## config.mk

```make
export PLATFORM = sky130hd
export DESIGN_NAME = if_fetch_flat
export DESIGN_NICKNAME = d
export VERILOG_FILES = /design/src/rtl/if_fetch_if.sv /design/src/rtl/if_fetch.sv /design/src/flat_wrapper.sv
export SDC_FILE = /design/constraint.sdc
export NUM_CORES = 1
export LEC_CHECK = 0
export BUFFER_PORTS_ARGS = -buffer_cell sky130_fd_sc_hd__buf_2
export CAP_MARGIN = 5
export CORE_MARGIN = 2
export CORE_UTILIZATION = 40
export DETAILED_ROUTE_END_ITERATION = 7
export GPL_TIMING_DRIVEN = 0
export PLACE_DENSITY = 0.7
export SYNTH_ARGS = -nofsm -noshare
export SYNTH_HDL_FRONTEND = slang
export SYNTH_SLANG_ARGS = --single-unit
```

## constraint.sdc

```tcl
create_clock -name clk_i -period 2.7 [get_ports clk_i]
set_clock_uncertainty 0.15 [all_clocks]
set_input_delay 0.405 -clock clk_i [delete_from_list [all_inputs] [get_ports clk_i]]
set_output_delay 0.405 -clock clk_i [all_outputs]
set_load 0.005 [all_outputs]
```

## src/rtl/if_fetch_if.sv

```systemverilog
// IF-stage bundle: byte-wide memory read port, IF/ID presentation, stall vector and EX redirect.
// The fetch unit takes the master side of this bundle.
interface if_fetch_if #(
  parameter int unsigned ADDR_W = 32
);
  logic [4:0]        stall;
  logic              br_en;
  logic [31:0]       br_target;
  logic              mem_gnt;
  logic [7:0]        mem_din;
  logic              mem_rd;
  logic [ADDR_W-1:0] mem_addr;
  logic [31:0]       if_pc;
  logic [31:0]       if_inst;
  logic              stall_req;

  modport master (
    input  stall, br_en, br_target, mem_gnt, mem_din,
    output mem_rd, mem_addr, if_pc, if_inst, stall_req
  );

  modport slave (
    output stall, br_en, br_target, mem_gnt, mem_din,
    input  mem_rd, mem_addr, if_pc, if_inst, stall_req
  );
endinterface

```

## src/rtl/if_fetch.sv

```systemverilog
// Instruction fetch: assembles a 32-bit instruction from four little-endian byte reads and holds
// it for the IF/ID register until consumed or redirected.
module if_fetch #(
  parameter logic [31:0] RESET_PC = 32'h0000_0000,
  parameter int unsigned ADDR_W   = 32
) (
  input  logic          clk_i,
  input  logic          rst_ni,
  input  logic          rdy_i,
  if_fetch_if.master    bus
);

  typedef enum logic [0:0] {StIssue, StHold} state_e;

  state_e      state_q, state_d;
  logic [31:0] pc_q, pc_d;
  logic [2:0]  issue_idx_q, issue_idx_d;
  logic [1:0]  cap_idx_q, cap_idx_d;
  logic [23:0] buf_q, buf_d;
  logic        inflight_q, inflight_d;
  logic [31:0] if_pc_q, if_pc_d;
  logic [31:0] if_inst_q, if_inst_d;
  logic        stall_req_q, stall_req_d;

  logic        issuing;
  logic [31:0] addr_full;
  logic        unused_stall;

  assign issuing   = (state_q == StIssue) && !issue_idx_q[2];
  assign addr_full = pc_q + {29'b0, issue_idx_q};

  // Gated by rst_ni so the read port is quiet while reset is held.
  assign bus.mem_rd    = rst_ni & rdy_i & issuing;
  assign bus.mem_addr  = rst_ni ? addr_full[ADDR_W-1:0] : '0;
  assign bus.if_pc     = if_pc_q;
  assign bus.if_inst   = if_inst_q;
  assign bus.stall_req = stall_req_q;

  assign unused_stall = ^bus.stall[4:1];

  always_comb begin
    state_d     = state_q;
    pc_d        = pc_q;
    issue_idx_d = issue_idx_q;
    cap_idx_d   = cap_idx_q;
    buf_d       = buf_q;
    inflight_d  = inflight_q;
    if_pc_d     = if_pc_q;
    if_inst_d   = if_inst_q;
    stall_req_d = stall_req_q;

    if (rdy_i) begin
      if (bus.br_en) begin
        // Redirect wins over consume and over a completing capture; in-flight data is dropped.
        pc_d        = bus.br_target;
        issue_idx_d = '0;
        cap_idx_d   = '0;
        inflight_d  = 1'b0;
        state_d     = StIssue;
        stall_req_d = 1'b1;
        if_pc_d     = '0;
        if_inst_d   = '0;
      end else begin
        case (state_q)
          StIssue: begin
            inflight_d = issuing && bus.mem_gnt;
            if (issuing && bus.mem_gnt) begin
              issue_idx_d = issue_idx_q + 3'd1;
            end
            if (inflight_q) begin
              if (cap_idx_q == 2'd3) begin
                if_inst_d   = {bus.mem_din, buf_q};
                if_pc_d     = pc_q;
                stall_req_d = 1'b0;
                cap_idx_d   = '0;
                state_d     = StHold;
              end else begin
                cap_idx_d = cap_idx_q + 2'd1;
                case (cap_idx_q)
                  2'd0:    buf_d[7:0]   = bus.mem_din;
                  2'd1:    buf_d[15:8]  = bus.mem_din;
                  2'd2:    buf_d[23:16] = bus.mem_din;
                  default: buf_d        = buf_q;
                endcase
              end
            end
          end
          StHold: begin
            if (!bus.stall[0]) begin
              pc_d        = pc_q + 32'd4;
              issue_idx_d = '0;
              cap_idx_d   = '0;
              state_d     = StIssue;
              stall_req_d = 1'b1;
            end
          end
          default: state_d = StIssue;
        endcase
      end
    end
  end

  always_ff @(posedge clk_i or negedge rst_ni) begin
    if (!rst_ni) begin
      state_q     <= StIssue;
      pc_q        <= RESET_PC;
      issue_idx_q <= '0;
      cap_idx_q   <= '0;
      buf_q       <= '0;
      inflight_q  <= 1'b0;
      if_pc_q     <= '0;
      if_inst_q   <= '0;
      stall_req_q <= 1'b1;
    end else begin
      state_q     <= state_d;
      pc_q        <= pc_d;
      issue_idx_q <= issue_idx_d;
      cap_idx_q   <= cap_idx_d;
      buf_q       <= buf_d;
      inflight_q  <= inflight_d;
      if_pc_q     <= if_pc_d;
      if_inst_q   <= if_inst_d;
      stall_req_q <= stall_req_d;
    end
  end

endmodule

```

## src/flat_wrapper.sv

```systemverilog
// flat-port wrapper written by rule: the top's interface ports become plain ports
module if_fetch_flat 
#(
  parameter logic [31:0] RESET_PC = 32'h0000_0000,
  parameter int unsigned ADDR_W   = 32
)
  (clk_i, rst_ni, rdy_i, bus_stall, bus_br_en, bus_br_target, bus_mem_gnt, bus_mem_din, bus_mem_rd, bus_mem_addr, bus_if_pc, bus_if_inst, bus_stall_req);
  if_fetch_if #(.ADDR_W(ADDR_W)) bus_i ();
  input  logic clk_i;
  input  logic rst_ni;
  input  logic rdy_i;
  input wire logic [$bits(bus_i.stall)-1:0] bus_stall;
  input wire logic [$bits(bus_i.br_en)-1:0] bus_br_en;
  input wire logic [$bits(bus_i.br_target)-1:0] bus_br_target;
  input wire logic [$bits(bus_i.mem_gnt)-1:0] bus_mem_gnt;
  input wire logic [$bits(bus_i.mem_din)-1:0] bus_mem_din;
  output wire logic [$bits(bus_i.mem_rd)-1:0] bus_mem_rd;
  output wire logic [$bits(bus_i.mem_addr)-1:0] bus_mem_addr;
  output wire logic [$bits(bus_i.if_pc)-1:0] bus_if_pc;
  output wire logic [$bits(bus_i.if_inst)-1:0] bus_if_inst;
  output wire logic [$bits(bus_i.stall_req)-1:0] bus_stall_req;
  assign bus_i.stall = bus_stall;
  assign bus_i.br_en = bus_br_en;
  assign bus_i.br_target = bus_br_target;
  assign bus_i.mem_gnt = bus_mem_gnt;
  assign bus_i.mem_din = bus_mem_din;
  assign bus_mem_rd = bus_i.mem_rd;
  assign bus_mem_addr = bus_i.mem_addr;
  assign bus_if_pc = bus_i.if_pc;
  assign bus_if_inst = bus_i.if_inst;
  assign bus_stall_req = bus_i.stall_req;
  if_fetch #(.RESET_PC(RESET_PC), .ADDR_W(ADDR_W)) u_core (.clk_i(clk_i), .rst_ni(rst_ni), .rdy_i(rdy_i), .bus(bus_i));
endmodule
```

After elaboration in Yosys (flattened, before gate mapping)

Cells that the tools add are included.

Flip-flop bits (word level): 128

Bitwise gates (word level): 5
$add $sub $neg: 4
Eq/ne operators: 9
Reduce and logical (&&, ||, !) cells: 16
Mux-type cells: 33

Operator list:

| operator                | number |
|---|---|
| $mux W32                | 12 |
| $add A32 B3 Y32         | 1 |
| $add A32 B3 Y32 const B | 1 |
| $reduce_and A6 Y1       | 3 |
| $mux W1                 | 10 |
| $mux W3                 | 3 |
| $ne A3 B3 Y1 const B    | 3 |
| $reduce_and A3 Y1       | 3 |
| $mux W2                 | 4 |
| $reduce_and A4 Y1       | 2 |
| $pmux W3 S2             | 1 |
| $reduce_bool A2 Y1      | 3 |
| $eq A2 B2 Y1 const B    | 2 |
| $pmux W1 S2             | 2 |
| $pmux W2 S2             | 1 |
| $add A3 B1 Y3 const B   | 1 |
| $ne A3 B2 Y1 const B    | 1 |
| $not A1 Y1              | 3 |
| $add A2 B1 Y2 const B   | 1 |
| $and A1 B1 Y1           | 2 |
| $eq A2 B1 Y1 const B    | 1 |
| $logic_and A1 B1 Y1     | 2 |
| $logic_not A2 Y1        | 1 |
| $ne A2 B1 Y1 const B    | 1 |
| other kinds (3)         | 3 |

Depth between registers and ports, before layout

Gate-level depths: netlist of run 1.

Word-level depth: 6
Depth in mapped cells: 9
Depth with buffers taken out: 8

Worst setup path before layout of run 1

No wires, ideal clock.

Path kind: register to output
From: register u_core.issue_idx_q[0]
To: output bus_mem_addr[10]
Stages on the path, launching flop included: 9
Path slack: 117 ps
Data required time: 2145 ps
Arrival time: 2028 ps
Buffers on the path: 1
Cell sequence: dfrtp_1 -> ha_1 -> inv_1 -> fa_1 -> nor2b_1 -> o211ai_1 -> clkbuf_1 -> or3_1 -> a21boi_0

Cells in the longest elaborated chain, start to end: 2

Ends and longest elaborated chain:

| element                | RTL line           | RTL |
|---|---|---|
| from (decl)            | if_fetch.sv:17     | `logic [2:0] issue_idx_q, issue_idx_d;` |
| from (signal assigned) | if_fetch.sv:117    | `issue_idx_q <= issue_idx_d;` |
| $add A32 B3 Y32        | if_fetch.sv:30     | `assign addr_full = pc_q + {29'b0, issue_idx_q};` |
| $mux W32               | if_fetch.sv:34     | `assign bus.mem_addr = rst_ni ? addr_full[ADDR_W-1:0] : '0;` |
| to (decl)              | flat_wrapper.sv:18 | `output wire logic [$bits(bus_i.mem_addr)-1:0] bus_mem_addr;` |

Every way passes these cells.

Final worst setup path of run 1

From: register u_core.issue_idx_q[0]
To: output bus_mem_addr[30]

The elaborated chain is that of the path after synthesis.

==> impl_metrics.py, run 1 <==
metrics = {
    "floorplanning": {
        "initial_utilization": 0.405,
        "rows": 47,
        "die_area_sq_mm": 0.0177,
        "die_h_um": 133,
        "pin_count": 148,
        "core_sq_mm": 0.0165,
        "dieWidth_um": 133,
    },
    "sta": {
        "postLayoutSetupSlackWorst_ns": -0.469,
        "tightest_slew_ns": 0.735,
        "post-route-period-util": 1.17,
        "min_period_ns": 3.17,
        "finalSetupTns_ns": -7.90,
        "fmax_mhz": 316,
        "setup_viol": 32,
        "drv_slew": 0,
        "max_slew_margin": 0.507,
        "hold_viol": 0,
        "rsz0062_at_grt": "yes",
    },
    "layout": {
        "area_delta_synth_final_pct": 34.1,
        "final_cell_mix": "buf_2 (152), dfrtp_1 (123), nand2_1 (58)",
        "layout.nets": 916,
        "layout-drive-gt1-share": 0.365,
        "final_core_util": 0.543,
        "final_common_cell": "buf_2",
    },
    "placed_design": {
        "numPortBuffers": 142,
        "post-place-ws_ns": -0.424,
        "gp_congestion": 0.918,
        "place_hpwl_mm": 14.0,
    },
    "clock_tree": {
        "cts_buffers": 17,
        "cts_max_path_buffers": 2,
        "clk_pin_slew_worst_paths_ns": 0.07,
        "clk_latency_ns": 0.43,
        "root_buffer": "clkbuf_16",
        "h-tree-depth": 4,
        "cts_sinks": 128,
        "cts_tree": "built",
    },
    "worst_setup_path": {
        "worstPathRequired_ns": 2.14,
        "r2r_setup_slack_ns": 0.22,
        "cp-end-kind": "output pin",
        "reg2reg_to": "u_core.pc_q[28]",
        "reg2regPathDepth": 7,
        "r2r-start": "u_core.pc_q[2]",
        "path_class": "flip-flop to output pin",
        "crit_chain": "ha_4 > inv_2 > fa_2 > nor2b_4 > o211ai_1 > buf_4 > nor4bb_4 > xor2_1 > and2_1 > buf_2",
        "max_stage_delay_ns": 0.41,
        "cp_max_fo": 5,
        "start_kind": "flip-flop",
        "cp.arrival_ns": 2.61,
        "critPathSlowestCell": "dfrtp_1",
    },
    "pwr": {
        "powerDensity_mw_per_mm2": 670,
        "fin_total_pwr_mw": 6.00,
        "ir_drop_uv": 475,
        "leakage_nw": 4.31,
    },
    "detailed_routing": {
        "drcViolationCount": 0,
        "via_per_inst": 5.67,
        "drtIter0Drc": 825,
        "wl_per_cell_um": 19.8,
        "num_vias": 6188,
        "finalWirelength_mm": 21.6,
        "postRouteAntennaNets": 0,
        "firstDrtPassIters": 5,
    },
    "hold_path": {
        "hold_path.startpoint": "bus_br_target[0]",
        "worstHoldPathType": "input port to flip-flop",
        "hold_depth": 3,
        "min_to": "u_core.pc_q[0]",
    },
    "yosys": {
        "synth_seq_cells": 128,
        "synth_xor_xnor_area_share": 0.0302,
        "synth_area_sq_mm": 0.00667,
        "async_flop_share": 1.00,
        "synth-simple-area-share": 0.199,
        "synth_fa_ha_area_frac": 0.0199,
        "synth_top_family_by_area": "simple AND/OR/NAND/NOR gates",
        "syn_avg_cell_area_sq_um": 10.1,
        "synth-seq-area-share": 0.480,
        "syn_nets": 718,
        "yosysWarnings": 0,
        "synth-compound-area-share": 0.178,
        "yosysUniqueCellTypes": 67,
        "synth_edf_count": 0,
        "syn_inst": 658,
        "synthMuxAreaShare": 0.0469,
        "ys.flop_type": "dfrtp_1",
    },
    "run_status": {
        "status": "complete, but fails checks",
        "violations": "negative setup slack",
    },
    "grt": {
        "grt_max_degree": 93,
        "grt_remaining_overflow": 0,
        "grt_pass1_wl_mm": 32.6,
        "grt_pass1_vias": 5825,
        "antenna_found_initial": 2,
        "grtUsageTotal": 0.240,
    },
    "run": {
        "maxCapViolations": 0,
    },
}
==> layout make-up <==
class                           count  area [sq um]
Sequential cell                   128          3210
Clock inverter                     15           163
Timing Repair Buffer              179          1070
Multi-Input combinational cell    461          3440
Tap cell                          220           275
Buffer                             58           319
Clock buffer                       17           425
Inverter                           11          41.3
Fill cell                        1461          7520
Antenna cell                        2          5.00
==> cells in the mapped netlist, types with 3 or more instances <==
cell / n / area [sq um]
a22o_1: 55 / 482
and3_1: 6 / 37.5
a21boi_1: 3 / 22.5
nor2_1: 25 / 93.8
nand3_1: 21 / 105
clkbuf_1: 30 / 113
nor3_1: 13 / 65.1
mux2_2: 26 / 293
inv_1: 10 / 37.5
or4_1: 3 / 22.5
xor2_1: 12 / 105
a21o_1: 3 / 22.5
clkbuf_2: 3 / 15.0
o22ai_1: 4 / 25.0
a21oi_1: 23 / 115
a21boi_0: 4 / 30.0
dfrtp_1: 127 / 3180
nand2_1: 60 / 225
nand4_1: 15 / 93.8
nor4_2: 3 / 37.5
xnor2_1: 11 / 96.3
buf_2: 15 / 75.1
o211ai_1: 3 / 22.5
nor2b_1: 7 / 43.8
and2_1: 28 / 175
buf_1: 4 / 15.0
nor3b_1: 3 / 22.5
o31ai_1: 3 / 22.5
or3_1: 10 / 62.6
buf_4: 6 / 45.0
a211oi_1: 3 / 22.5
and4_1: 5 / 43.8
a31oi_1: 3 / 18.8
nor4_1: 9 / 56.3
ha_1: 9 / 113
o21ai_0: 48 / 240
a41oi_1: 3 / 26.3
==> registers in the layout (all words and copies together) (netlist names), 2 cells and up <==
signal and count:
u_core.buf_q 24, u_core.issue_idx_q 3, u_core.pc_q 32, u_core.cap_idx_q 2
u_core.bus.if_pc 32, u_core.bus.if_inst 32
==> metal layers <==
metal | vias up | GRT usage | routed length (um)
li1 | 2806 | - | -
met1 | 3023 | 0.336 | 9380
met2 | 309 | 0.360 | 9950
met3 | 50 | 0.0548 | 1620
met4 | 0 | 0.102 | 663
met5 | - | 0 | 0
==> repair_timing <==
| item | 4_1_cts | 5_1_grt |
|---|---|---|
| hold buffers | 2 | 1 |
| gates cloned | 1 | 2 |
| pin swaps | 38 | 24 |
| hold endpoints to repair | 42 | 127 |
| setup endpoints to repair | 29 | 49 |
| resized for setup | 60 | 28 |
| buffers inserted | 19 | 13 |
==> power breakdown <==
group	switching, mW	total (mW)	internal (mW)
clock network	0.941	2.31	1.37
registers	0.189	2.40	2.22
logic	0.704	1.28	0.579
==> worst max-delay path, delay by kind of cell, from the launching register on <==
family                     cells  cell delay [ns]
AOI/OAI and AO/OA              1             0.10
xor gates and xnor gates       1             0.24
adders and majority gates      2             0.52
buffers and inverters          3             0.33
DFF                            1             0.41
and+or+nand+nor                3             0.57
==> per-stage QoR <==
stage | hold slack, ns | cell area [sq um] | std cells
after global placement | 0.308 | 7660 | 1020
after floorplan | -0.0406 | 6670 | 658
final | 0.00672 | 8950 | 1091
after global routing | 0.0179 | 8950 | 1091
after detailed placement | 0.199 | 7690 | 1021
after CTS | 0.000278 | 8710 | 1075
==> cells by family (layout without fill, tap and decap cells) <==
logic type,count (synthesis),count (layout)
AO/OA/AOI/OAI,171,171
AND/OR/NAND/NOR,229,229
flip-flops,128,128
other,0,2
multiplexers,28,28
XOR/XNOR,23,23
adder cells (fa/ha/maj),10,10
buffers and inverters,69,280
==> worst max-delay path by stage <==
stage / startpoint / to / slack (ns)
6_report: u_core.issue_idx_q[0] / bus_mem_addr[30] / -0.47
4_1_cts: u_core.pc_q[0] / bus_mem_addr[30] / -0.45
3_5_place_dp: u_core.pc_q[2] / bus_mem_addr[31] / -0.42
5_1_grt: u_core.issue_idx_q[0] / bus_mem_addr[30] / -0.57
2_1_floorplan: u_core.issue_idx_q[0] / bus_mem_addr[10] / 0.12
3_3_place_gp: rst_ni / bus_mem_rd / -1.56
Power figures use the tool's default switching activity.
==> run 2, diff against run 1 <==
--- a/config.mk
+++ b/config.mk
@@ -11,7 +11,9 @@
 export CORE_UTILIZATION = 40
 export DETAILED_ROUTE_END_ITERATION = 7
 export GPL_TIMING_DRIVEN = 0
+export MAX_ROUTING_LAYER = met4
 export PLACE_DENSITY = 0.7
+export SKIP_LAST_GASP = 1
 export SYNTH_ARGS = -nofsm -noshare
 export SYNTH_HDL_FRONTEND = slang
 export SYNTH_SLANG_ARGS = --single-unit
==> impl_metrics.py, run 2 (same netlist as run 1, synthesis figures left out) <==
metrics = {
    "run_status": {
        "status": "complete, but fails checks",
        "violations": "negative setup slack",
    },
    "floorplanning": {
        "die_h_um": 133,
        "core_sq_mm": 0.0165,
        "pin_count": 148,
        "rows": 47,
        "initial_utilization": 0.405,
        "die_area_sq_mm": 0.0177,
        "dieWidth_um": 133,
    },
    "clock_tree": {
        "clk_pin_slew_worst_paths_ns": 0.07,
        "h-tree-depth": 4,
        "clk_latency_ns": 0.43,
        "root_buffer": "clkbuf_16",
        "cts_tree": "built",
        "cts_sinks": 128,
        "cts_buffers": 17,
        "cts_max_path_buffers": 2,
    },
    "sta": {
        "tightest_slew_ns": 0.780,
        "holdWs_ns": 0.00575,
        "hold_viol": 0,
        "rsz0062_at_grt": "yes",
        "fmax_mhz": 315,
        "drv_slew": 0,
        "setup_viol": 32,
        "finalSetupTns_ns": -7.44,
        "postLayoutSetupSlackWorst_ns": -0.479,
        "post-route-period-util": 1.18,
        "max_slew_margin": 0.477,
        "min_period_ns": 3.18,
    },
    "worst_setup_path": {
        "cp_max_fo": 5,
        "path_class": "flip-flop to output pin",
        "start_kind": "flip-flop",
        "cp.arrival_ns": 2.62,
        "worstPathRequired_ns": 2.14,
        "cp-end-kind": "output pin",
    },
    "grt": {
        "grt_util_met3": 0.0521,
        "grt_pass1_wl_mm": 32.6,
        "grt_pass1_vias": 5830,
        "met2_usage": 0.362,
        "use_met1": 0.336,
        "grt_max_degree": 93,
        "grt.busiest_layer": "met2",
        "grtUsageTotal": 0.247,
        "grt_remaining_overflow": 0,
        "antenna_found_initial": 2,
    },
    "layout": {
        "multi_input_area_sq_mm": 0.00345,
        "fillers": 1466,
        "final_cell_area_sq_mm": 0.00899,
        "layout.nets": 919,
        "final_cells": 1094,
        "layout-drive-gt1-share": 0.366,
        "final_common_cell": "buf_2",
        "final-seq-area_sq_mm": 0.00321,
        "area_delta_synth_final_pct": 34.8,
        "final_cell_mix": "buf_2 (152), dfrtp_1 (123), nand2_1 (58)",
    },
    "placed_design": {
        "place_hpwl_mm": 14.0,
        "numPortBuffers": 142,
        "post-place-ws_ns": -0.424,
        "placed_area_sq_mm": 0.00769,
        "dp_cells": 1021,
        "gp_congestion": 0.934,
    },
    "detailed_routing": {
        "drtIter0Drc": 733,
        "firstDrtPassIters": 6,
        "via_per_inst": 5.69,
        "num_vias": 6220,
        "postRouteAntennaNets": 0,
        "drcViolationCount": 0,
        "finalWirelength_mm": 21.9,
        "wl_per_cell_um": 20.0,
    },
    "pwr": {
        "p_clk_frac": 0.384,
        "ir_drop_uv": 490,
        "p_comb_frac": 0.217,
        "powerDensity_mw_per_mm2": 669,
        "leakage_nw": 4.31,
        "p_seq_frac": 0.399,
        "power.switching_mw": 1.84,
        "switching_share": 0.306,
        "intPower_mw": 4.18,
    },
    "run": {
        "maxCapViolations": 0,
    },
    "hold_path": {
        "worstHoldPathType": "input port to flip-flop",
    },
}
[run 2: area by class of cell]
class | instances | share of cell area
Multi-Input combinational cell | 461 | 0.384
Sequential cell | 128 | 0.357
Timing Repair Buffer | 182 | 0.122
Clock buffer | 17 | 0.0473
Buffer | 58 | 0.0359
Tap cell | 220 | 0.0306
Clock inverter | 15 | 0.0181
Inverter | 11 | 0.00459
Antenna cell | 2 | 0.000556
[run 2: routing by layer]
metal  share of wire  wire, um  up-vias
met5               0         0        -
met3           0.075      1650       76
met1            0.43      9440     3012
li1                -         -     2812
met2            0.45      9950      320
met4           0.039       860        0
[run 2: path summary, 6_finish.rpt]
kind	from	to	slack [ns]	cells after the start
setup / recovery	u_core.issue_idx_q[0]	bus_mem_addr[30]	-0.48	10
hold / removal	bus_br_target[0]	u_core.pc_q[0]	0.006	3
setup reg to reg	u_core.pc_q[2]	u_core.pc_q[28]	0.23	7
hold reg to reg	u_core.bus.if_pc[2]	u_core.bus.if_pc[2]	0.33	2
max in group asynchronous	rst_ni	u_core.bus.stall_req	1.30	3
min in group asynchronous	rst_ni	u_core.bus.if_inst[10]	0.66	3
[run 2: repair_timing]
action / CTS / global route
endpoints found under the hold margin: 42 / 127
resized for setup: 58 / 32
buffers inserted: 19 / 16
setup endpoints to repair: 29 / 43
gates cloned: 1 / 2
hold buffers: 2 / 1
pin swaps: 34 / 22
[run 2: stage by stage]
| stage | utilization | total power, mW |
|---|---|---|
| after global routing | 0.546 | 6.26 |
| final | 0.546 | 6.02 |
| after floorplan | - | 3.11 |
| after CTS | 0.528 | 5.91 |
| after global placement | 0.465 | 3.49 |
| after detailed placement | 0.467 | 3.53 |
[run 2: critical path: stages (launching register included)]
cell and delay (ns):
dfrtp_1 0.40, ha_4 0.16, inv_2 0.03, fa_2 0.36, nor2b_4 0.13, o211ai_1 0.11, buf_4 0.21, nor4bb_4 0.29
xor2_1 0.24, and2_1 0.16, buf_2 0.10
[run 2: power by group through the flow]
| stage | Sequential, mW | Combinational [mW] | Clock [mW] |
|---|---|---|---|
| 3_3_place_gp | 2.42 | 1.07 | 0 |
| 5_1_grt | 2.44 | 1.43 | 2.40 |
| 6_report | 2.40 | 1.31 | 2.31 |
| 2_1_floorplan | 2.39 | 0.725 | 0 |
| 3_5_place_dp | 2.43 | 1.10 | 0 |
| 4_1_cts | 2.39 | 1.20 | 2.32 |
==> run 3, diff against run 2 <==
--- a/config.mk
+++ b/config.mk
@@ -7,7 +7,7 @@
 export LEC_CHECK = 0
 export BUFFER_PORTS_ARGS = -buffer_cell sky130_fd_sc_hd__buf_2
 export CAP_MARGIN = 5
-export CORE_MARGIN = 2
+export CORE_MARGIN = 5
 export CORE_UTILIZATION = 40
 export DETAILED_ROUTE_END_ITERATION = 7
 export GPL_TIMING_DRIVEN = 0
==> constraint.sdc (replaced) <==
create_clock -name clk_i -period 3.07 [get_ports clk_i]
set_clock_uncertainty 0.15 [all_clocks]
set_input_delay 0.4605 -clock clk_i [delete_from_list [all_inputs] [get_ports clk_i]]
set_output_delay 0.4605 -clock clk_i [all_outputs]
set_load 0.005 [all_outputs]
==> impl_metrics.py, run 3 (same netlist as run 1, synthesis figures left out) <==
metrics = {
    "clock_tree": {
        "root_buffer": "clkbuf_16",
        "cts_max_path_buffers": 2,
        "h-tree-depth": 4,
        "clk_pin_slew_worst_paths_ns": 0.06,
        "clk_latency_ns": 0.42,
        "cts_tree": "built",
        "cts_buffers": 17,
        "cts_sinks": 128,
    },
    "grt": {
        "grt_max_degree": 74,
        "grtUsageTotal": 0.220,
        "grt_pass1_vias": 5844,
        "antenna_found_initial": 0,
        "grt_remaining_overflow": 0,
        "grt_pass1_wl_mm": 32.7,
    },
    "layout": {
        "final_core_util": 0.516,
        "fillers": 1524,
        "final-seq-area_sq_mm": 0.00321,
        "multi_input_area_sq_mm": 0.00325,
        "area_delta_synth_final_pct": 27.4,
        "final_cell_mix": "buf_2 (155), dfrtp_1 (123), nand2_1 (60)",
        "layout.nets": 892,
        "n_antenna_cell": 0,
        "layout-drive-gt1-share": 0.323,
        "final_common_cell": "buf_2",
    },
    "placed_design": {
        "place_hpwl_mm": 14.6,
        "gp_congestion": 0.895,
        "post-place-ws_ns": -0.0945,
        "numPortBuffers": 142,
    },
    "floorplanning": {
        "pin_count": 148,
        "die_area_sq_mm": 0.0194,
        "rows": 47,
        "initial_utilization": 0.405,
        "die_h_um": 139,
        "dieWidth_um": 139,
        "core_sq_mm": 0.0165,
    },
    "worst_setup_path": {
        "cp.arrival_ns": 2.61,
        "path_class": "flip-flop to output pin",
        "cp-end-kind": "output pin",
        "worstPathRequired_ns": 2.46,
        "cp_max_fo": 3,
        "start_kind": "flip-flop",
    },
    "run_status": {
        "status": "complete, but fails checks",
        "violations": "negative hold slack, negative setup slack",
    },
    "detailed_routing": {
        "firstDrtPassIters": 5,
        "drtIter0Drc": 615,
        "num_vias": 5978,
        "wl_per_cell_um": 19.4,
        "postRouteAntennaNets": 0,
        "via_per_inst": 5.61,
        "drcViolationCount": 0,
        "finalWirelength_mm": 20.6,
    },
    "sta": {
        "holdWs_ns": -0.147,
        "min_period_ns": 3.22,
        "hold_viol": 60,
        "rsz0062_at_grt": "yes",
        "fmax_mhz": 311,
        "post-route-period-util": 1.05,
        "drv_slew": 0,
        "tightest_slew_ns": 1.03,
        "setup_viol": 11,
        "postLayoutSetupSlackWorst_ns": -0.148,
        "max_slew_margin": 0.311,
    },
    "pwr": {
        "powerDensity_mw_per_mm2": 615,
        "ir_drop_uv": 464,
        "leakage_nw": 4.03,
    },
    "hold_path": {
        "worstHoldPathType": "input port to async pin",
    },
    "run": {
        "maxCapViolations": 0,
    },
}
-- run 3: cell types whose count changed in the layout (fill, tap and decap cells not counted), sizes merged --
cell	delta
buf	-23
bufinv	+2
clkbuf	+2
diode	-2
dlygate4sd3	-1
inv	-3
clkinv	-4
-- run 3: final cells by class --
cell class,count,area share
buffer,58,0.0322
timing repair buffer,155,0.0989
sequential,128,0.378
clock inverter,10,0.0191
clock buffer,22,0.0523
inverter,11,0.00486
multi-input combinational,461,0.383
tap,220,0.0324
-- run 3: worst max-delay path: stages, from the launching register on --
cell,delay [ns]
dfrtp_1,0.36
ha_2,0.19
inv_2,0.04
fa_2,0.35
nor2b_4,0.14
o211ai_1,0.13
buf_4,0.19
nor4bb_4,0.27
xor2_1,0.25
and2_1,0.15
buf_2,0.11
-- run 3: repair_timing --
item                                   in CTS  in global routing
buffers inserted                            4                  8
pin swaps                                   2                  6
setup endpoints to repair                  26                 22
endpoints found under the hold margin      60                 60
resized for setup                          19                 14
-- run 3: worst paths after layout --
check,endpoint,slack (ns),cells past startpoint,startpoint
max,bus_mem_addr[30],-0.15,10,u_core.issue_idx_q[0]
min,u_core.bus.if_inst[28],-0.15,1,rst_ni
max reg2reg,u_core.bus.if_pc[1],0.47,5,u_core.cap_idx_q[0]
min reg2reg,u_core.bus.if_pc[2],0.32,2,u_core.bus.if_pc[2]
max in group asynchronous,u_core.pc_q[10],2.17,2,rst_ni
min in group clk_i,u_core.pc_q[0],0.08,3,bus_br_target[0]
-- run 3: per-layer routing --
metal,vias up,wire length (um),track usage
li1,2758,-,-
met1,2891,8980,0.302
met2,269,9430,0.322
met3,60,1560,0.0441
met4,0,680,0.0906
met5,-,0,-
-- run 3: power breakdown --
group	internal (mW)	total [mW]	switching [mW]	leakage, nW
Clock	1.36	2.09	0.730	0.288
Combinational	0.457	1.03	0.570	2.08
Sequential	1.95	2.11	0.162	1.67
Total	3.76	5.23	1.46	4.03
-- run 3: per-stage QoR --
| step | power, mW | std cells | setup TNS, ns | instance area, sq um |
|---|---|---|---|---|
| 6_report | 5.23 | 1065 | -0.605 | 8500 |
| 5_1_grt | 5.48 | 1065 | -2.06 | 8500 |
| 4_1_cts | 5.23 | 1057 | -0.708 | 8410 |
| 3_5_place_dp | 3.11 | 1021 | -0.572 | 7690 |
| 3_3_place_gp | 3.07 | 1020 | -87.21 | 7660 |
| 2_1_floorplan | 2.74 | 658 | 0 | 6670 |
